[config.mk]
export PLATFORM = sky130hd
export DESIGN_NAME = nco_phase_cfg_flat
export DESIGN_NICKNAME = d
export VERILOG_FILES = /design/src/rtl/nco_pkg.sv /design/src/rtl/nco_phase_cfg_if.sv /design/src/rtl/nco_inc_calc.sv /design/src/rtl/nco_phase_cfg.sv /design/src/flat_wrapper.sv
export SDC_FILE = /design/constraint.sdc
export NUM_CORES = 1
export LEC_CHECK = 0
export BUFFER_PORTS_ARGS = -buffer_cell sky130_fd_sc_hd__buf_2
export CAP_MARGIN = 20
export CORE_MARGIN = 3
export CORE_UTILIZATION = 45
export DETAILED_ROUTE_END_ITERATION = 16
export GPL_ROUTABILITY_DRIVEN = 0
export HOLD_SLACK_MARGIN = 0.02
export PLACE_DENSITY = 0.73
export SYNTH_ARGS = -nofsm -noshare
export SYNTH_HDL_FRONTEND = slang
export SYNTH_SLANG_ARGS = --single-unit
[constraint.sdc]
create_clock -name clk -period 5.85 [get_ports clk]
set_input_delay 0.585 -clock clk [delete_from_list [all_inputs] [get_ports clk]]
set_output_delay 0.585 -clock clk [all_outputs]
set_load 0.03 [all_outputs]
[src/rtl/nco_pkg.sv]
// Shared types and helpers for the NCO phase configuration path.
// State encoding, drop counter width and word packing.
package nco_pkg;

  localparam logic [1:0] S_INIT = 2'd0;
  localparam logic [1:0] S_IDLE = 2'd1;
  localparam logic [1:0] S_SEND = 2'd2;

  localparam int DROP_CNT_WIDTH = 16;

  // Generic up to 32-bit fields; caller truncates to 2*w.
  function automatic logic [63:0] pack_cfg(
    input logic [31:0] off,
    input logic [31:0] inc,
    input int unsigned w
  );
    return ({32'd0, off} << w) | {32'd0, inc};
  endfunction

endpackage

[src/rtl/nco_phase_cfg_if.sv]
// AXI-Stream config channel toward the DDS compiler.
// master drives data/valid, slave drives ready.
interface nco_phase_cfg_if #(
  parameter int PHASE_WIDTH = 16
) ();

  logic [2*PHASE_WIDTH-1:0] CFG_tdata;
  logic                     CFG_tvalid;
  logic                     CFG_tready;

  modport master (
    output CFG_tdata,
    output CFG_tvalid,
    input  CFG_tready
  );

  modport slave (
    input  CFG_tdata,
    input  CFG_tvalid,
    output CFG_tready
  );

endinterface

[src/rtl/nco_inc_calc.sv]
// Phase increment = base + signed correction, wrapped or clamped.
// Clamp mode is selected by NCO_CFG_SAT_EN.
module nco_inc_calc #(
  parameter int PHASE_WIDTH = 16,
  parameter int CORR_WIDTH  = 16
) (
  input  logic [PHASE_WIDTH-1:0] base_i,
  input  logic [CORR_WIDTH-1:0]  corr_i,
  output logic [PHASE_WIDTH-1:0] inc_o
);

  logic [PHASE_WIDTH:0] corr_ext;

  assign corr_ext = {{(PHASE_WIDTH+1-CORR_WIDTH){corr_i[CORR_WIDTH-1]}},
                     corr_i};

`ifdef NCO_CFG_SAT_EN
  logic [PHASE_WIDTH:0] sum;

  assign sum = {1'b0, base_i} + corr_ext;

  // Carry bit alone is ambiguous; the correction sign tells under from over.
  always_comb begin
    inc_o = sum[PHASE_WIDTH-1:0];
    if (sum[PHASE_WIDTH]) begin
      inc_o = corr_i[CORR_WIDTH-1] ? '0 : '1;
    end
  end
`else
  assign inc_o = PHASE_WIDTH'({1'b0, base_i} + corr_ext);
`endif

endmodule

[src/rtl/nco_phase_cfg.sv]
// Phase config word generator for the DDS/NCO (latest update wins).
// Optional increment clamping via NCO_CFG_SAT_EN.
module nco_phase_cfg
  import nco_pkg::*;
#(
  parameter int PHASE_WIDTH = 16,
  parameter int CORR_WIDTH  = 16
) (
  input  logic                      clk,
  input  logic                      rst_n,
  input  logic [PHASE_WIDTH-1:0]    base_inc,
  input  logic [PHASE_WIDTH-1:0]    phase_off,
  input  logic [CORR_WIDTH-1:0]     corr,
  input  logic                      corr_vld,
  nco_phase_cfg_if.master           cfg,
  output logic                      cfg_busy,
  output logic [DROP_CNT_WIDTH-1:0] drop_cnt
);

  localparam int DW = 2 * PHASE_WIDTH;

  logic [1:0]                state_q, state_d;
  logic [DW-1:0]             tdata_q, tdata_d;
  logic                      tvalid_q, tvalid_d;
  logic [DROP_CNT_WIDTH-1:0] drop_q, drop_d;
  logic [PHASE_WIDTH-1:0]    inc;
  logic [DW-1:0]             word_new;
  logic [DW-1:0]             word_init;

  nco_inc_calc #(
    .PHASE_WIDTH(PHASE_WIDTH),
    .CORR_WIDTH (CORR_WIDTH)
  ) u_inc (
    .base_i(base_inc),
    .corr_i(corr),
    .inc_o (inc)
  );

  assign word_new  = DW'(pack_cfg(32'(phase_off), 32'(inc), PHASE_WIDTH));
  assign word_init = DW'(pack_cfg(32'(phase_off), 32'(base_inc), PHASE_WIDTH));

  always_comb begin
    state_d  = state_q;
    tdata_d  = tdata_q;
    tvalid_d = tvalid_q;
    drop_d   = drop_q;
    unique case (state_q)
      S_INIT: begin
        tdata_d  = word_init;
        tvalid_d = 1'b1;
        state_d  = S_SEND;
      end
      S_IDLE: begin
        if (corr_vld) begin
          tdata_d  = word_new;
          tvalid_d = 1'b1;
          state_d  = S_SEND;
        end
      end
      S_SEND: begin
        if (corr_vld) begin
          tdata_d = word_new;
          if (!cfg.CFG_tready && drop_q != '1) begin
            drop_d = drop_q + 1'b1;
          end
        end else if (cfg.CFG_tready) begin
          tvalid_d = 1'b0;
          state_d  = S_IDLE;
        end
      end
      default: begin
        tvalid_d = 1'b0;
        state_d  = S_INIT;
      end
    endcase
  end

  always_ff @(posedge clk or negedge rst_n) begin
    if (!rst_n) begin
      state_q  <= S_INIT;
      tdata_q  <= '0;
      tvalid_q <= 1'b0;
      drop_q   <= '0;
    end else begin
      state_q  <= state_d;
      tdata_q  <= tdata_d;
      tvalid_q <= tvalid_d;
      drop_q   <= drop_d;
    end
  end

  assign cfg.CFG_tdata  = tdata_q;
  assign cfg.CFG_tvalid = tvalid_q;
  assign cfg_busy       = tvalid_q;
  assign drop_cnt       = drop_q;

endmodule

[src/flat_wrapper.sv]
// flat-port wrapper written by rule: the top's interface ports become plain ports
module nco_phase_cfg_flat import nco_pkg::*;
#(
  parameter int PHASE_WIDTH = 16,
  parameter int CORR_WIDTH  = 16
)
  (clk, rst_n, base_inc, phase_off, corr, corr_vld, cfg_busy, drop_cnt, cfg_CFG_tdata, cfg_CFG_tvalid, cfg_CFG_tready);
  nco_phase_cfg_if #(.PHASE_WIDTH(PHASE_WIDTH)) cfg_i ();
  input  logic clk;
  input  logic rst_n;
  input  logic [PHASE_WIDTH-1:0] base_inc;
  input  logic [PHASE_WIDTH-1:0] phase_off;
  input  logic [CORR_WIDTH-1:0] corr;
  input  logic corr_vld;
  output logic cfg_busy;
  output logic [DROP_CNT_WIDTH-1:0] drop_cnt;
  output wire logic [$bits(cfg_i.CFG_tdata)-1:0] cfg_CFG_tdata;
  output wire logic [$bits(cfg_i.CFG_tvalid)-1:0] cfg_CFG_tvalid;
  input wire logic [$bits(cfg_i.CFG_tready)-1:0] cfg_CFG_tready;
  assign cfg_CFG_tdata = cfg_i.CFG_tdata;
  assign cfg_CFG_tvalid = cfg_i.CFG_tvalid;
  assign cfg_i.CFG_tready = cfg_CFG_tready;
  nco_phase_cfg #(.PHASE_WIDTH(PHASE_WIDTH), .CORR_WIDTH(CORR_WIDTH)) u_core (.clk(clk), .rst_n(rst_n), .base_inc(base_inc), .phase_off(phase_off), .corr(corr), .corr_vld(corr_vld), .cfg(cfg_i), .cfg_busy(cfg_busy), .drop_cnt(drop_cnt));
endmodule
# Word level (Yosys, flattened, before mapping)
# Cells that the tools add are included.
[word_totals] register_bits=51 latchBits=0 mem_bits_rw=0 rom_bits=0 inputBits=52 out_inout_bits=50 elab_cells=33 n_memories=0
[classes] n_addsub=2 multipliers=0 n_div=0 n_lt_le_gt_ge=0 eq_ne=7 n_shift=0 n_mux=10 bitwise_logic=2 n_reduce_logical=8
[ops] op="32-bit by 16-bit bitwise OR with 32-bit output" count=2
[ops] op="32-bit case mux with 2 select lines" count=1
[ops] op="32-bit 2-to-1 mux" count=1
[ops] op="16-bit by 1-bit adder with 16-bit output (second input constant)" count=1
[ops] op="16-bit adder" count=1
[ops] op="16-bit != test (second input constant)" count=1
[ops] op="2-bit 2-to-1 mux" count=3
[ops] op="2-bit != test (second input constant)" count=3
[ops] op="2-bit case mux with 3 select lines" count=1
[ops] op="3-bit AND reduction" count=2
[ops] op="1-bit 2-to-1 mux" count=3
[ops] op="1-bit case mux with 3 select lines" count=1
[ops] op="2-bit by 1-bit equality test with 1-bit output (second input constant)" count=1
[ops] op="2-bit equality test (second input constant)" count=1
[ops] op="2-bit zero test" count=1
[ops] op="2-bit by 1-bit != test with 1-bit output (second input constant)" count=1
[ops] op="2-bit AND reduction" count=1
[ops] op="2-bit nonzero test" count=1
[ops] op="2-bit OR reduction" count=1
[ops] op="1-bit logical AND" count=1
[ops] op="1-bit zero test" count=1

# Logic depth before layout (Yosys ltp)
# Gate-level depths: netlist of the first run.
[logic_depth] word_depth=4 depth_mapped=9 ltp_nobuf=9

# Modules after synthesis
# A second synthesis of the first run with hierarchy kept.
[hier_totals] hier_cells=287 area_unflattened_um2=3002.9
[by_module_without_submodules] mod="nco_phase_cfg" n_inst=1 cells_per_inst=189 area_per_inst_um2=2278.4 seq_area_each_um2=1251.2
[by_module_without_submodules] mod="nco_inc_calc" n_inst=1 cells_per_inst=98 area_per_inst_um2=724.4 seq_area_each_um2=0.0

# Worst setup path before layout of the first run
# OpenSTA, ideal clock, no wires.
[synth_path] path_type="input to register" from="in base_inc[0]" to="reg u_core.tdata_q[14], in the netlist u_core.cfg.CFG_tdata[14]" setup_ps=77 t_arrival_ps=2379 required_time_ps=5773 setup_slack_ps=3394 cell_stages=9 n_path_buf=0 cell_sequence="ha_1 fa_1 a21o_2 a31oi_2 o31ai_2 a311oi_2 xnor2_1 mux2i_1 a21oi_1"
[synth_between] elab_chain_len=4
[synth_lines] element="start, declared" line="flat_wrapper.sv:11" rtl="input logic [PHASE_WIDTH-1:0] base_inc;"
[synth_lines] element="16-bit adder" line="nco_inc_calc.sv:30" rtl="assign inc_o = PHASE_WIDTH'({1'b0, base_i} + corr_ext);"
[synth_lines] element="32-bit by 16-bit bitwise OR with 32-bit output" line="nco_pkg.sv:17" rtl="return ({32'd0, off} << w) | {32'd0, inc};"
[synth_lines] element="32-bit 2-to-1 mux" line="nco_phase_cfg.sv:54, nco_phase_cfg.sv:61"
[synth_lines] element="32-bit case mux with 2 select lines" line="nco_phase_cfg.sv:47" rtl="unique case (state_q)"
[synth_lines] element="end signal, assigned" line="nco_phase_cfg.sv:86" rtl="tdata_q <= tdata_d;"
[synth_lines] element="end, declared" line="nco_phase_cfg.sv:23" rtl="logic [DW-1:0] tdata_q, tdata_d;"
# Every way passes these cells. The select of a mux whose other input is x is not followed.
# A chain may end at the register's enable or synchronous reset.

# Worst setup path after layout of the first run
[layout_path] from="reg u_core.state_q[1]" to="reg u_core.tdata_q[22], in the netlist u_core.cfg.CFG_tdata[22]"
[layout_between] elab_chain_len=4 elab_cells_between_ends=8 classes_between="3 x eq/ne; 1 x mux; 4 x reduce/logical"
[layout_lines] element="start, declared" line="nco_phase_cfg.sv:22" rtl="logic [1:0] state_q, state_d;"
[layout_lines] element="start signal, assigned" line="nco_phase_cfg.sv:85" rtl="state_q <= state_d;"
[layout_lines] element="2-bit by 1-bit equality test with 1-bit output / 2-bit equality test (equally long branches)" line="nco_phase_cfg.sv:47"
[layout_lines] element="2-bit OR reduction (no line)"
[layout_lines] element="2-bit by 1-bit != test with 1-bit output (no line) / 2-bit nonzero test (equally long branches)"
[layout_lines] element="2-bit AND reduction (no line)"
# Parallel ways exist; a longest one is shown, timed or not.

==> results of run 1 <==
## power by group through the flow
stage | combinational, W | clock (W) | sequential, W
2_1_floorplan | 0.000540 | 0 | 0.000834
3_3_place_gp | 0.00101 | 0 | 0.000582
3_5_place_dp | 0.00103 | 0 | 0.000586
4_1_cts | 0.00103 | 0.000247 | 0.000579
5_1_grt | 0.00116 | 0.000262 | 0.000600
6_report | 0.00106 | 0.000242 | 0.000579
## kinds of logic (layout without fill, tap and decap cells)
logic type                 Yosys count  count (layout)  synth area share
AOI/OAI and AO/OA                   67              67             0.145
xor gates and xnor gates            28              28            0.0804
adders and majority gates           20              20            0.0845
buffers and inverters               15             116            0.0336
DFF                                 50              50             0.410
muxes                               30              30             0.108
and+or+nand+nor                     80              80             0.138
## flip-flops by register name, indices dropped and copies added (netlist names)
register / count
u_core.drop_cnt: 16
u_core.cfg.CFG_tdata: 32
u_core.state_q: 2
## cells in the final DEF, fill, tap and decap left out, types with 2 or more instances in the layout
cell / Yosys / layout
a22oi_1: 2 / 2
and4_1: 3 / 3
nor2_1: 16 / 15
a211oi_1: 5 / 5
mux2_2: 22 / 22
nand3b_1: 3 / 3
nand4b_1: 2 / 2
and2_1: 2 / 2
nand2_1: 16 / 16
dfrtp_1: 50 / 50
a21o_1: 3 / 3
buf_2: 1 / 101
mux2i_1: 8 / 8
nand3_1: 10 / 10
clkbuf_8: 3 / 5
xor2_1: 13 / 13
xnor2_1: 15 / 15
a21oi_1: 24 / 24
o22ai_1: 4 / 4
inv_1: 5 / 5
nor2b_1: 7 / 7
nand4_1: 6 / 6
ha_1: 19 / 19
nor3_1: 5 / 5
nand2b_1: 5 / 5
o21ai_0: 11 / 11
or2_2: 2 / 2
a31oi_1: 3 / 3
## cell usage after synthesis, drive strengths merged, types with 3 or more instances
cell type / number / area (sq um)
o21ai: 12 / 63.8
a21o: 4 / 31.3
inv: 5 / 18.8
dfrtp: 50 / 1250
a211oi: 5 / 37.5
nand4: 6 / 37.5
a31oi: 4 / 31.3
a21oi: 24 / 120
nand3b: 3 / 22.5
ha: 19 / 238
xor2: 13 / 114
mux2: 22 / 248
nand3: 10 / 50.1
xnor2: 15 / 131
nor2b: 7 / 43.8
nor2: 16 / 60.1
o22ai: 4 / 25.0
nor3: 5 / 25.0
buf: 3 / 23.8
nand2b: 5 / 31.3
clkbuf: 7 / 60.1
and4: 3 / 26.3
nand2: 16 / 60.1
mux2i: 8 / 80.1
## metal layers
| metal | wire (um) | up-vias | GRT usage |
|---|---|---|---|
| li1 | - | 1263 | - |
| met1 | 3110 | 1200 | 0.248 |
| met2 | 3310 | 62 | 0.292 |
| met3 | 333 | 7 | 0.0335 |
| met4 | 48 | 0 | 0.0398 |
| met5 | 0 | - | 0 |
## cell type report
class	instances	area [sq um]	share of cell area
multi-input combinational	225	1700	0.456
tap	77	96.3	0.0258
sequential	50	1250	0.336
inverter	5	18.8	0.00504
clock buffer	6	72.6	0.0195
clock inverter	2	37.5	0.0101
timing repair buffer	103	553	0.148
## final timing paths
path | slack [ps] | to | from
worst max-delay path | 3260 | u_core.cfg.CFG_tdata[22] | u_core.state_q[1]
worst min-delay path | 130 | u_core.cfg.CFG_tdata[18] | rst_n
worst max register to register | 3260 | u_core.cfg.CFG_tdata[22] | u_core.state_q[1]
worst min register to register | 490 | u_core.cfg.CFG_tdata[1] | u_core.cfg.CFG_tdata[1]
max in group asynchronous | 5250 | u_core.cfg.CFG_tdata[23] | rst_n
min in group clk | 490 | u_core.cfg.CFG_tdata[1] | u_core.cfg.CFG_tdata[1]
## worst max-delay path: cells and delay by family (launching register included)
family,cells,cell delay (ps)
adder cells (fa/ha/maj),1,590
buffers and inverters,2,290
flip-flops,1,410
multiplexers,1,350
AND/OR/NAND/NOR,2,830
## metrics by stage
step	std cells	utilization	area (sq um)	setup WS (ps)	hold WS (ps)
floorplan	290	-	3050	3390	289
global placement	458	0.553	3570	3020	461
detailed placement	458	0.553	3570	2870	481
CTS	466	0.570	3680	2870	499
global route	468	0.577	3730	3110	127
finish	468	0.577	3730	3260	133
==> flow_summary.rst, run 1 <==
.. list-table::
   :header-rows: 1

   * - Metric
     - Value
   * - Run status
     - finished, final reports clean
   * - Ys flop type
     - dfrtp_1
   * - Number of buffers added for setup after CTS
     - 0
   * - CP Data Required Time
     - 6030 ps
   * - Worst IR Drop VDD
     - 285 uV
   * - Die area
     - a little under 8000 sq um
   * - Clock sinks
     - 50
   * - Final Skew
     - 5.75 ps
   * - Cell-internal power
     - 0.00103 W
   * - DRC violation count after routing
     - 0
   * - Biggest cell delay along the critical path
     - 590 ps
   * - Startpoint type of the worst setup path
     - register
   * - Clock latency of the later-clocked register in the worst-skew pair
     - roughly 300 ps
   * - Synthesized cell area
     - 3050 sq um
   * - Number of antenna violations at the first check in global routing
     - 0
   * - Average wire per cell in the routed design
     - 14.5 um
   * - Worst slew pin tran
     - slightly above 700 ps
   * - Post-synth EDFFs
     - 0
   * - Site Rows
     - 29
   * - Die W
     - 88.3 um
   * - Total via count in the routed design
     - 2532
   * - Final net count
     - 462
   * - Setup Total Neg Slack
     - 0 ps
   * - Total Power
     - 0.00188 W
   * - Shortest clock period the worst path allows after layout
     - roughly 2600 ps
   * - Sw power
     - 0.000851 W
   * - Area grow syn2layout
     - 22.2%
   * - Slew margin rel.
     - 0.520
   * - H-tree depth
     - 2
   * - Critical path arrival
     - 2770 ps
   * - Clock-pin slew on the worst setup and hold paths
     - 90 ps
   * - Final number of setup-violating endpoints
     - 0
   * - Ratio of cells with drive above 1 in the final layout
     - 0.366
   * - Kind of path behind the tightest hold check
     - input pin to asynchronous set/reset pin
   * - Wire length of the first global-routing pass
     - roughly 11000 um
   * - Final global-route overflow total
     - 0
   * - Post-Route WL
     - 6800 um
   * - First-iteration detailed-routing DRC count
     - 78
   * - Share of synthesized registers carrying an async set or reset
     - 1.00
   * - Buffer levels on the longest clock path
     - 2
   * - Vias/cell
     - 5.41
   * - Combined global-route utilization of all metal layers
     - 0.179
   * - Clock Root Buffer
     - clkbuf_8
   * - Fraction of power consumed by the clock network
     - 0.128
   * - Leakage
     - 1.79 nW
   * - Unrepaired setup endpoints after global routing
     - no
   * - Die boundary height
     - 88.3 um
   * - Sequence of cells on the critical path
     - inv_1 -> ha_1 -> and2_1 -> nor2_2 -> buf_16 -> mux2_2
   * - Register area share after synthesis
     - 0.410
   * - Number of global-route vias before repair
     - 2406
   * - IO buf count
     - 101
   * - Final HPWL DP
     - 5230 um
   * - Highest achievable clock rate
     - 386 MHz
   * - Yosys synthesis warning count
     - 0
   * - Number of nets with antenna violations after routing
     - 0
   * - Type of destination of the critical path
     - register
   * - Pwr dens
     - 506 nW/um^2
   * - Total clock buffers created by CTS
     - 5
   * - Number of max-slew violations in the final report
     - 0
   * - Synthesized instance count
     - a little under 300
   * - Top-level port count
     - a little over 100
   * - Number of different library cells in the post-synthesis netlist
     - 51
   * - Clock tree from TritonCTS
     - done
   * - Number of filler instances in the final layout
     - 588
   * - Number of cell instances on the worst register-to-register path
     - 6
   * - Switch share
     - 0.452
   * - Syn_area_per_cell
     - 10.5 sq um
   * - Type of the worst setup path
     - register to register
   * - Largest net degree at the start of global routing
     - 51
   * - Largest fanout of any net on the critical path
     - 22
   * - Post-synthesis register bit count
     - 50
   * - Slowest cell on the critical path
     - ha_1
   * - Count of antenna diodes in the layout
     - 0
   * - Hold_buf cts
     - 0
   * - Hold Vio Cnt, Final
     - 0
   * - Max-cap violation count
     - 0
   * - Logic pwr share
     - 0.565
   * - Post-cts resize count
     - 0
   * - Part of the total power dissipated in sequential elements
     - 0.307
   * - Number of iterations in the first detailed-routing pass
     - 4
   * - Ratio of final minimum period to clock period
     - 0.443
   * - Post-synthesis net count
     - 362
   * - Starting utilization of the core area
     - 0.472
   * - Core region area
     - 6460 sq um
Note: power is estimated with default switching activity, not from simulation.
==> run 2, diff against run 1 <==
==> constraint.sdc (replaced) <==
create_clock -name clk -period 2.67 [get_ports clk]
set_input_delay 0.267 -clock clk [delete_from_list [all_inputs] [get_ports clk]]
set_output_delay 0.267 -clock clk [all_outputs]
set_load 0.03 [all_outputs]
==> flow_summary.rst, run 2 (same netlist as run 1, synthesis figures left out) <==
.. list-table::
   :header-rows: 1

   * - Metric
     - Value
   * - Number of flip-flops in the largest register
     - 32 (unchanged)
   * - Post-Route WL
     - 7130 um (+4.9%)
   * - Average wire per cell in the routed design
     - 15.1 um (+3.8%)
   * - Number of max-slew violations in the final report
     - 0 (unchanged)
   * - Core region area
     - 6460 sq um (unchanged)
   * - Max-cap violation count
     - 0 (unchanged)
   * - Unrepaired setup endpoints after global routing
     - no
   * - Vias/cell
     - 5.45 (+0.70%)
   * - Clock-pin slew on the worst setup and hold paths
     - 100 ps (about the same)
   * - Largest fanout of any net on the critical path
     - 19 (-14%)
   * - Die W
     - 88.3 um (unchanged)
   * - Startpoint type of the worst setup path
     - register
   * - Worst slew pin tran
     - 463 ps (-257 ps)
   * - Most common cell after layout, fill and taps aside
     - buf_2
   * - Ratio of final minimum period to clock period
     - 0.786 (+0.343)
   * - Largest net degree at the start of global routing
     - 32 (-37%)
   * - Run status
     - finished, final reports clean
   * - Total via count in the routed design
     - 2577 (+1.8%)
   * - Type of the worst setup path
     - register to register
   * - Final number of setup-violating endpoints
     - 0 (unchanged)
   * - Sequence of cells on the critical path
     - inv_1 -> ha_1 -> and2_1 -> nor2_2 -> buf_12 -> mux2_2
   * - Number of filler instances in the final layout
     - 601 (+2.2%)
   * - Shortest clock period the worst path allows after layout
     - 2100 ps (-495 ps)
   * - Wire length of the first global-routing pass
     - 11700 um (+4.2%)
   * - Number of cell instances on the worst register-to-register path
     - 6 (unchanged)
   * - Leakage
     - 1.80 nW (+0.48%)
   * - Clock sinks
     - 50 (unchanged)
   * - Number of instances on the worst hold path
     - 2
   * - FF-to-FF setup slack
     - 570 ps (-2680 ps)
   * - DRC violation count after routing
     - 0 (unchanged)
   * - IO buf count
     - 101 (unchanged)
   * - First-iteration detailed-routing DRC count
     - 113 (+45%)
   * - Number of nets with antenna violations after routing
     - 0 (unchanged)
   * - Highest achievable clock rate
     - 477 MHz (+24%)
   * - Die area
     - 7800 sq um (unchanged)
   * - Number of iterations in the first detailed-routing pass
     - 4 (unchanged)
   * - Number of buffers added for setup after CTS
     - 0 (unchanged)
   * - Site Rows
     - 29 (unchanged)
   * - Hold Vio Cnt, Final
     - 0 (unchanged)
   * - Biggest cell delay along the critical path
     - 460 ps (-130 ps)
   * - Top-level port count
     - 102 (unchanged)
   * - Total Power
     - 0.00409 W (+120%)
   * - Count of antenna diodes in the layout
     - 0 (unchanged)
   * - Kind of path behind the tightest hold check
     - input pin to register
   * - H-tree depth
     - 2 (unchanged)
   * - Top library cells by usage in the layout, fill and taps aside
     - buf_2 (101), dfrtp_1 (50), a21oi_1 (24)
   * - Clock Root Buffer
     - clkbuf_8
   * - Hold_buf cts
     - 1 (+1)
   * - Type of destination of the critical path
     - register
   * - Worst IR Drop VDD
     - 601 uV (+110%)
   * - Critical path arrival
     - 2280 ps (-490 ps)
   * - Final global-route overflow total
     - 0 (unchanged)
   * - Starting utilization of the core area
     - 0.472 (unchanged)
   * - Clock tree from TritonCTS
     - done
   * - Slowest cell on the critical path
     - ha_1
   * - Die boundary height
     - 88.3 um (unchanged)
   * - Final HPWL DP
     - 5530 um (+5.8%)
   * - Combined global-route utilization of all metal layers
     - 0.188 (+0.00861)
   * - Number of antenna violations at the first check in global routing
     - 0 (unchanged)
   * - Slew margin rel.
     - 0.691 (+0.172)
   * - Number of global-route vias before repair
     - 2488 (+3.4%)
   * - Total clock buffers created by CTS
     - 5 (unchanged)
   * - Buffer levels on the longest clock path
     - 2 (unchanged)
   * - Area grow syn2layout
     - 22.2% (unchanged)
   * - Ratio of cells with drive above 1 in the final layout
     - 0.374 (+0.00801)
   * - Clock latency of the later-clocked register in the worst-skew pair
     - 300 ps (about the same)
   * - Final Skew
     - 7.91 ps (+2.16 ps)
   * - Pwr dens
     - 1100 nW/um^2 (+120%)
   * - Post-cts resize count
     - 0 (unchanged)
   * - Setup Total Neg Slack
     - 0 ps (unchanged)
   * - Final net count
     - 467 (+1.1%)
   * - CP Data Required Time
     - 2850 ps (-3180 ps)
==> run 2: metal layers <==
| layer | vias to the layer above | share of wire | global-route usage |
|---|---|---|---|
| met5 | - | 0 | 0 |
| met4 | 0 | 0.0043 | 0.0440 |
| met3 | 2 | 0.049 | 0.0326 |
| met2 | 61 | 0.49 | 0.315 |
| met1 | 1246 | 0.46 | 0.253 |
| li1 | 1268 | - | - |
==> run 2: worst max-delay path: cells and delay by family, from the launching register on <==
kind | cells | cell delay [ps]
adder cells (fa/ha/maj) | 1 | 460
multiplexers | 1 | 350
flip-flops | 1 | 430
AND/OR/NAND/NOR | 2 | 460
buffers and inverters | 2 | 260
==> run 2: report_power, final <==
part | total, W | switching, W | leakage [nW] | internal (W)
registers | 0.00126 | 0.000191 | 0.613 | 0.00107
logic | 0.00239 | 0.00144 | 1.14 | 0.000943
clock network | 0.000450 | 0.000266 | 0.0441 | 0.000185
==> run 2: final cells by class <==
type,instances,area [sq um],share of cell area
sequential,50,1250,0.336
clock inverter,3,21.3,0.00571
tap,77,96.3,0.0258
timing repair buffer,108,573,0.154
multi-input combinational,225,1700,0.456
clock buffer,5,68.8,0.0185
inverter,5,18.8,0.00504
==> run 2: worst paths after layout <==
kind / from / end
min in group asynchronous: rst_n / u_core.cfg.CFG_tdata[19]
hold / removal: phase_off[3] / u_core.cfg.CFG_tdata[19]
hold reg to reg: u_core.cfg.CFG_tdata[0] / u_core.cfg.CFG_tdata[0]
setup reg to reg: u_core.state_q[1] / u_core.cfg.CFG_tdata[22]
setup / recovery: u_core.state_q[1] / u_core.cfg.CFG_tdata[22]
max in group asynchronous: rst_n / u_core.cfg.CFG_tdata[22]
==> run 2: stage by stage <==
step	area, sq um	hold WS, ps	util	std cells	setup slack (ps)
after floorplan	3050	-28.6	-	290	255
after global placement	3630	250	0.562	464	305
after detailed placement	3630	251	0.562	464	264
after CTS	3730	182	0.577	473	540
after global routing	3730	180	0.577	473	412
final	3730	189	0.577	473	572
==> run 3, diff against run 2 <==
--- a/config.mk
+++ b/config.mk
@@ -12,7 +12,7 @@
 export DETAILED_ROUTE_END_ITERATION = 16
 export GPL_ROUTABILITY_DRIVEN = 0
 export HOLD_SLACK_MARGIN = 0.02
-export PLACE_DENSITY = 0.73
+export PLACE_DENSITY = 0.75
 export SYNTH_ARGS = -nofsm -noshare
 export SYNTH_HDL_FRONTEND = slang
 export SYNTH_SLANG_ARGS = --single-unit
==> constraint.sdc (replaced) <==
create_clock -name clk -period 1.8 [get_ports clk]
set_input_delay 0.18 -clock clk [delete_from_list [all_inputs] [get_ports clk]]
set_output_delay 0.18 -clock clk [all_outputs]
set_load 0.03 [all_outputs]
==> flow_summary.rst, run 3 (same netlist as run 1, synthesis figures left out) <==
.. list-table::
   :header-rows: 1

   * - Metric
     - Value
   * - Run status
     - finished, final reports clean
   * - Highest achievable clock rate
     - 568 MHz (+19%)
   * - Worst min-delay path endpoint
     - u_core.cfg.CFG_tdata[20]
   * - Number of iterations in the first detailed-routing pass
     - 4 (unchanged)
   * - FF-to-FF End
     - u_core.cfg.CFG_tdata[31]
   * - Average wire per cell in the routed design
     - 15.0 um (-0.75%)
   * - Hold Vio Cnt, Final
     - 0 (unchanged)
   * - Top library cells by usage in the layout, fill and taps aside
     - buf_2 (101), buf_4 (46), dfrtp_1 (44)
   * - Starting utilization of the core area
     - 0.472 (unchanged)
   * - Final HPWL DP
     - 5930 um (+7.2%)
   * - Wire length of the first global-routing pass
     - 12700 um (+8.9%)
   * - Number of max-slew violations in the final report
     - 0 (unchanged)
   * - Clock Root Buffer
     - clkbuf_8
   * - Number of buffers and inverters on the critical path
     - 3 (+1)
   * - Total via count in the routed design
     - 2769 (+7.5%)
   * - Kind of path behind the tightest hold check
     - input pin to register
   * - Number of cells in the finished layout apart from fillers
     - 515 (+8.9%)
   * - Clock latency of the later-clocked register in the worst-skew pair
     - 300 ps (about the same)
   * - Number of instances on the worst hold path
     - 2 (unchanged)
   * - Type of the worst setup path
     - register to register
   * - Fraction of power consumed by the clock network
     - 0.123 (+0.013)
   * - H-tree depth
     - 2 (unchanged)
   * - Part of the total power dissipated in sequential elements
     - 0.284 (-0.023)
   * - Number of cell instances on the worst register-to-register path
     - 7 (+1)
   * - Slowest cell on the critical path
     - dfrtp_1
   * - Post-placement cell area
     - 4020 sq um (+11%)
   * - Most common cell after layout, fill and taps aside
     - buf_2
   * - Type of destination of the critical path
     - register
   * - FF-to-FF setup slack
     - 40 ps (-530 ps)
   * - Number of filler instances in the final layout
     - 540 (-10%)
   * - Number of antenna violations at the first check in global routing
     - 0 (unchanged)
   * - DRC violation count after routing
     - 0 (unchanged)
   * - Die boundary height
     - 88.3 um (unchanged)
   * - Number of nets with antenna violations after routing
     - 0 (unchanged)
   * - Max-cap violation count
     - 0 (unchanged)
   * - R2r startpoint
     - u_core.state_q[0]
   * - Final number of setup-violating endpoints
     - 0 (unchanged)
   * - Slew margin rel.
     - 0.793 (+0.101)
   * - Top-level port count
     - 102 (unchanged)
   * - IO buf count
     - 101 (unchanged)
   * - Hold Crit Start
     - phase_off[4]
   * - Area occupied by multi-input gates
     - 1830 sq um (+7.5%)
   * - Biggest cell delay along the critical path
     - 390 ps (-70 ps)
   * - Worst IR Drop VDD
     - 1180 uV (+96%)
   * - Unrepaired setup endpoints after global routing
     - yes
   * - Post-Route WL
     - 7710 um (+8.1%)
   * - Logic pwr share
     - 0.593 (+0.010)
   * - Worst hold margin
     - 104 ps (-85.1 ps)
   * - Number of global-route vias before repair
     - 2868 (+15%)
   * - Critical path arrival
     - 1950 ps (-330 ps)
   * - Fin area
     - 4210 sq um (+13%)
   * - Total clock buffers created by CTS
     - 5 (unchanged)
   * - First-iteration detailed-routing DRC count
     - 80 (-29%)
   * - Area grow syn2layout
     - 38.2%
   * - Storage element area
     - 1260 sq um (+0.60%)
   * - Number of flip-flops in the largest register
     - 32 (unchanged)
   * - Largest fanout of any net on the critical path
     - 23 (+4)
   * - Cell-internal power
     - 0.00366 W (+67%)
   * - Worst slew pin tran
     - 308 ps (-155 ps)
   * - Final global-route overflow total
     - 0 (unchanged)
   * - Clock sinks
     - 50 (unchanged)
   * - Final Skew
     - 3.12 ps (-4.79 ps)
   * - Post-Place Cells
     - 501 (+8.0%)
   * - Ratio of final minimum period to clock period
     - 0.978 (+0.192)
   * - Sw power
     - 0.00293 W (+54%)
   * - Startpoint type of the worst setup path
     - register
   * - Core region area
     - 6460 sq um (unchanged)
   * - Combined global-route utilization of all metal layers
     - 0.204 (+0.0169)
   * - Ratio of cells with drive above 1 in the final layout
     - 0.486 (+0.113)
   * - Site Rows
     - 29 (unchanged)
   * - Count of antenna diodes in the layout
     - 0 (unchanged)
   * - Sequence of cells on the critical path
     - inv_2 -> buf_4 -> ha_4 -> and2_4 -> nor2_4 -> buf_12 -> mux2_2
   * - Crit path max-delay family
     - flip-flops
   * - Final net count
     - 509 (+9.0%)
   * - Largest net degree at the start of global routing
     - 51 (+59%)
   * - Shortest clock period the worst path allows after layout
     - 1760 ps (-338 ps)
   * - Leakage
     - 2.04 nW (+13%)
   * - Buffer levels on the longest clock path
     - 2 (unchanged)
   * - Clock tree from TritonCTS
     - done
   * - Die W
     - 88.3 um (unchanged)
   * - Die area
     - 7800 sq um (unchanged)
   * - Pwr dens
     - 1570 nW/um^2 (+43%)
   * - Vias/cell
     - 5.38 (-1.3%)
   * - Clock-pin slew on the worst setup and hold paths
     - 100 ps (about the same)
   * - Core Util, Final
     - 0.652 (+0.0752)
   * - Switch share
     - 0.444 (-0.0195)
   * - CP Data Required Time
     - 1990 ps (-860 ps)
## run 3: cell count changes in the layout (fill, tap and decap cells not counted), moves of 3 or more
cell,before,now
and4_1,3,0
and4_4,0,3
buf_4,5,46
dfrtp_1,50,44
dfrtp_2,0,6
ha_1,19,15
ha_4,0,3
## run 3: what timing repair did
action                     CTS  global route
hold endpoints to repair    50             0
setup buffers                0             5
hold buffers                 1             0
setup endpoints to repair    0            13
gates resized for setup      0            12
## run 3: routing by layer
layer,vias to the layer above,share of wire,global-route usage
li1,1346,-,-
met1,1314,0.44,0.266
met2,97,0.48,0.340
met3,12,0.065,0.0438
met4,0,0.015,0.0673
met5,-,0,0
## run 3: through the flow
| stage | power, W | setup TNS [ps] | worst slack, ps |
|---|---|---|---|
| global placement | 0.00565 | -1310 | -222 |
| global route | 0.00707 | -232 | -28.7 |
| detailed placement | 0.00576 | -1650 | -275 |
| CTS | 0.00659 | 0 | 12.1 |
| finish | 0.00659 | 0 | 39.5 |
| floorplan | 0.00468 | -566 | -51.0 |
## run 3: layout make-up
cell class,instances,area share
clock buffer,5,0.0163
clock inverter,3,0.0104
inverter,5,0.00446
multi-input combinational,225,0.433
sequential,50,0.299
tap,77,0.0229
timing repair buffer,150,0.214
## run 3: power by group through the flow
| stage | sequential [W] | combinational (W) | clock (W) |
|---|---|---|---|
| after floorplan | 0.00272 | 0.00196 | 0 |
| after global placement | 0.00186 | 0.00379 | 0 |
| after detailed placement | 0.00188 | 0.00388 | 0 |
| after CTS | 0.00187 | 0.00389 | 0.000838 |
| after global routing | 0.00194 | 0.00425 | 0.000881 |
| final | 0.00187 | 0.00391 | 0.000813 |
## run 3: how the worst max path moves through the flow
stage	to	startpoint	slack, ps	cells after the start
3_3_place_gp	u_core.cfg.CFG_tdata[14]	base_inc[0]	-220	10
6_report	u_core.cfg.CFG_tdata[31]	u_core.state_q[0]	40	7
3_5_place_dp	u_core.cfg.CFG_tdata[14]	base_inc[0]	-270	10
5_1_grt	u_core.drop_cnt[10]	u_core.state_q[0]	-30	9
2_1_floorplan	u_core.cfg.CFG_tdata[14]	base_inc[0]	-50	9
4_1_cts	u_core.drop_cnt[6]	u_core.drop_cnt[8]	10	7
## run 3: worst reg2reg max path: stages (launching register included)
cell,delay (ps)
dfrtp_1,390
inv_2,60
buf_4,140
ha_4,250
and2_4,160
nor2_4,110
buf_12,180
mux2_2,360
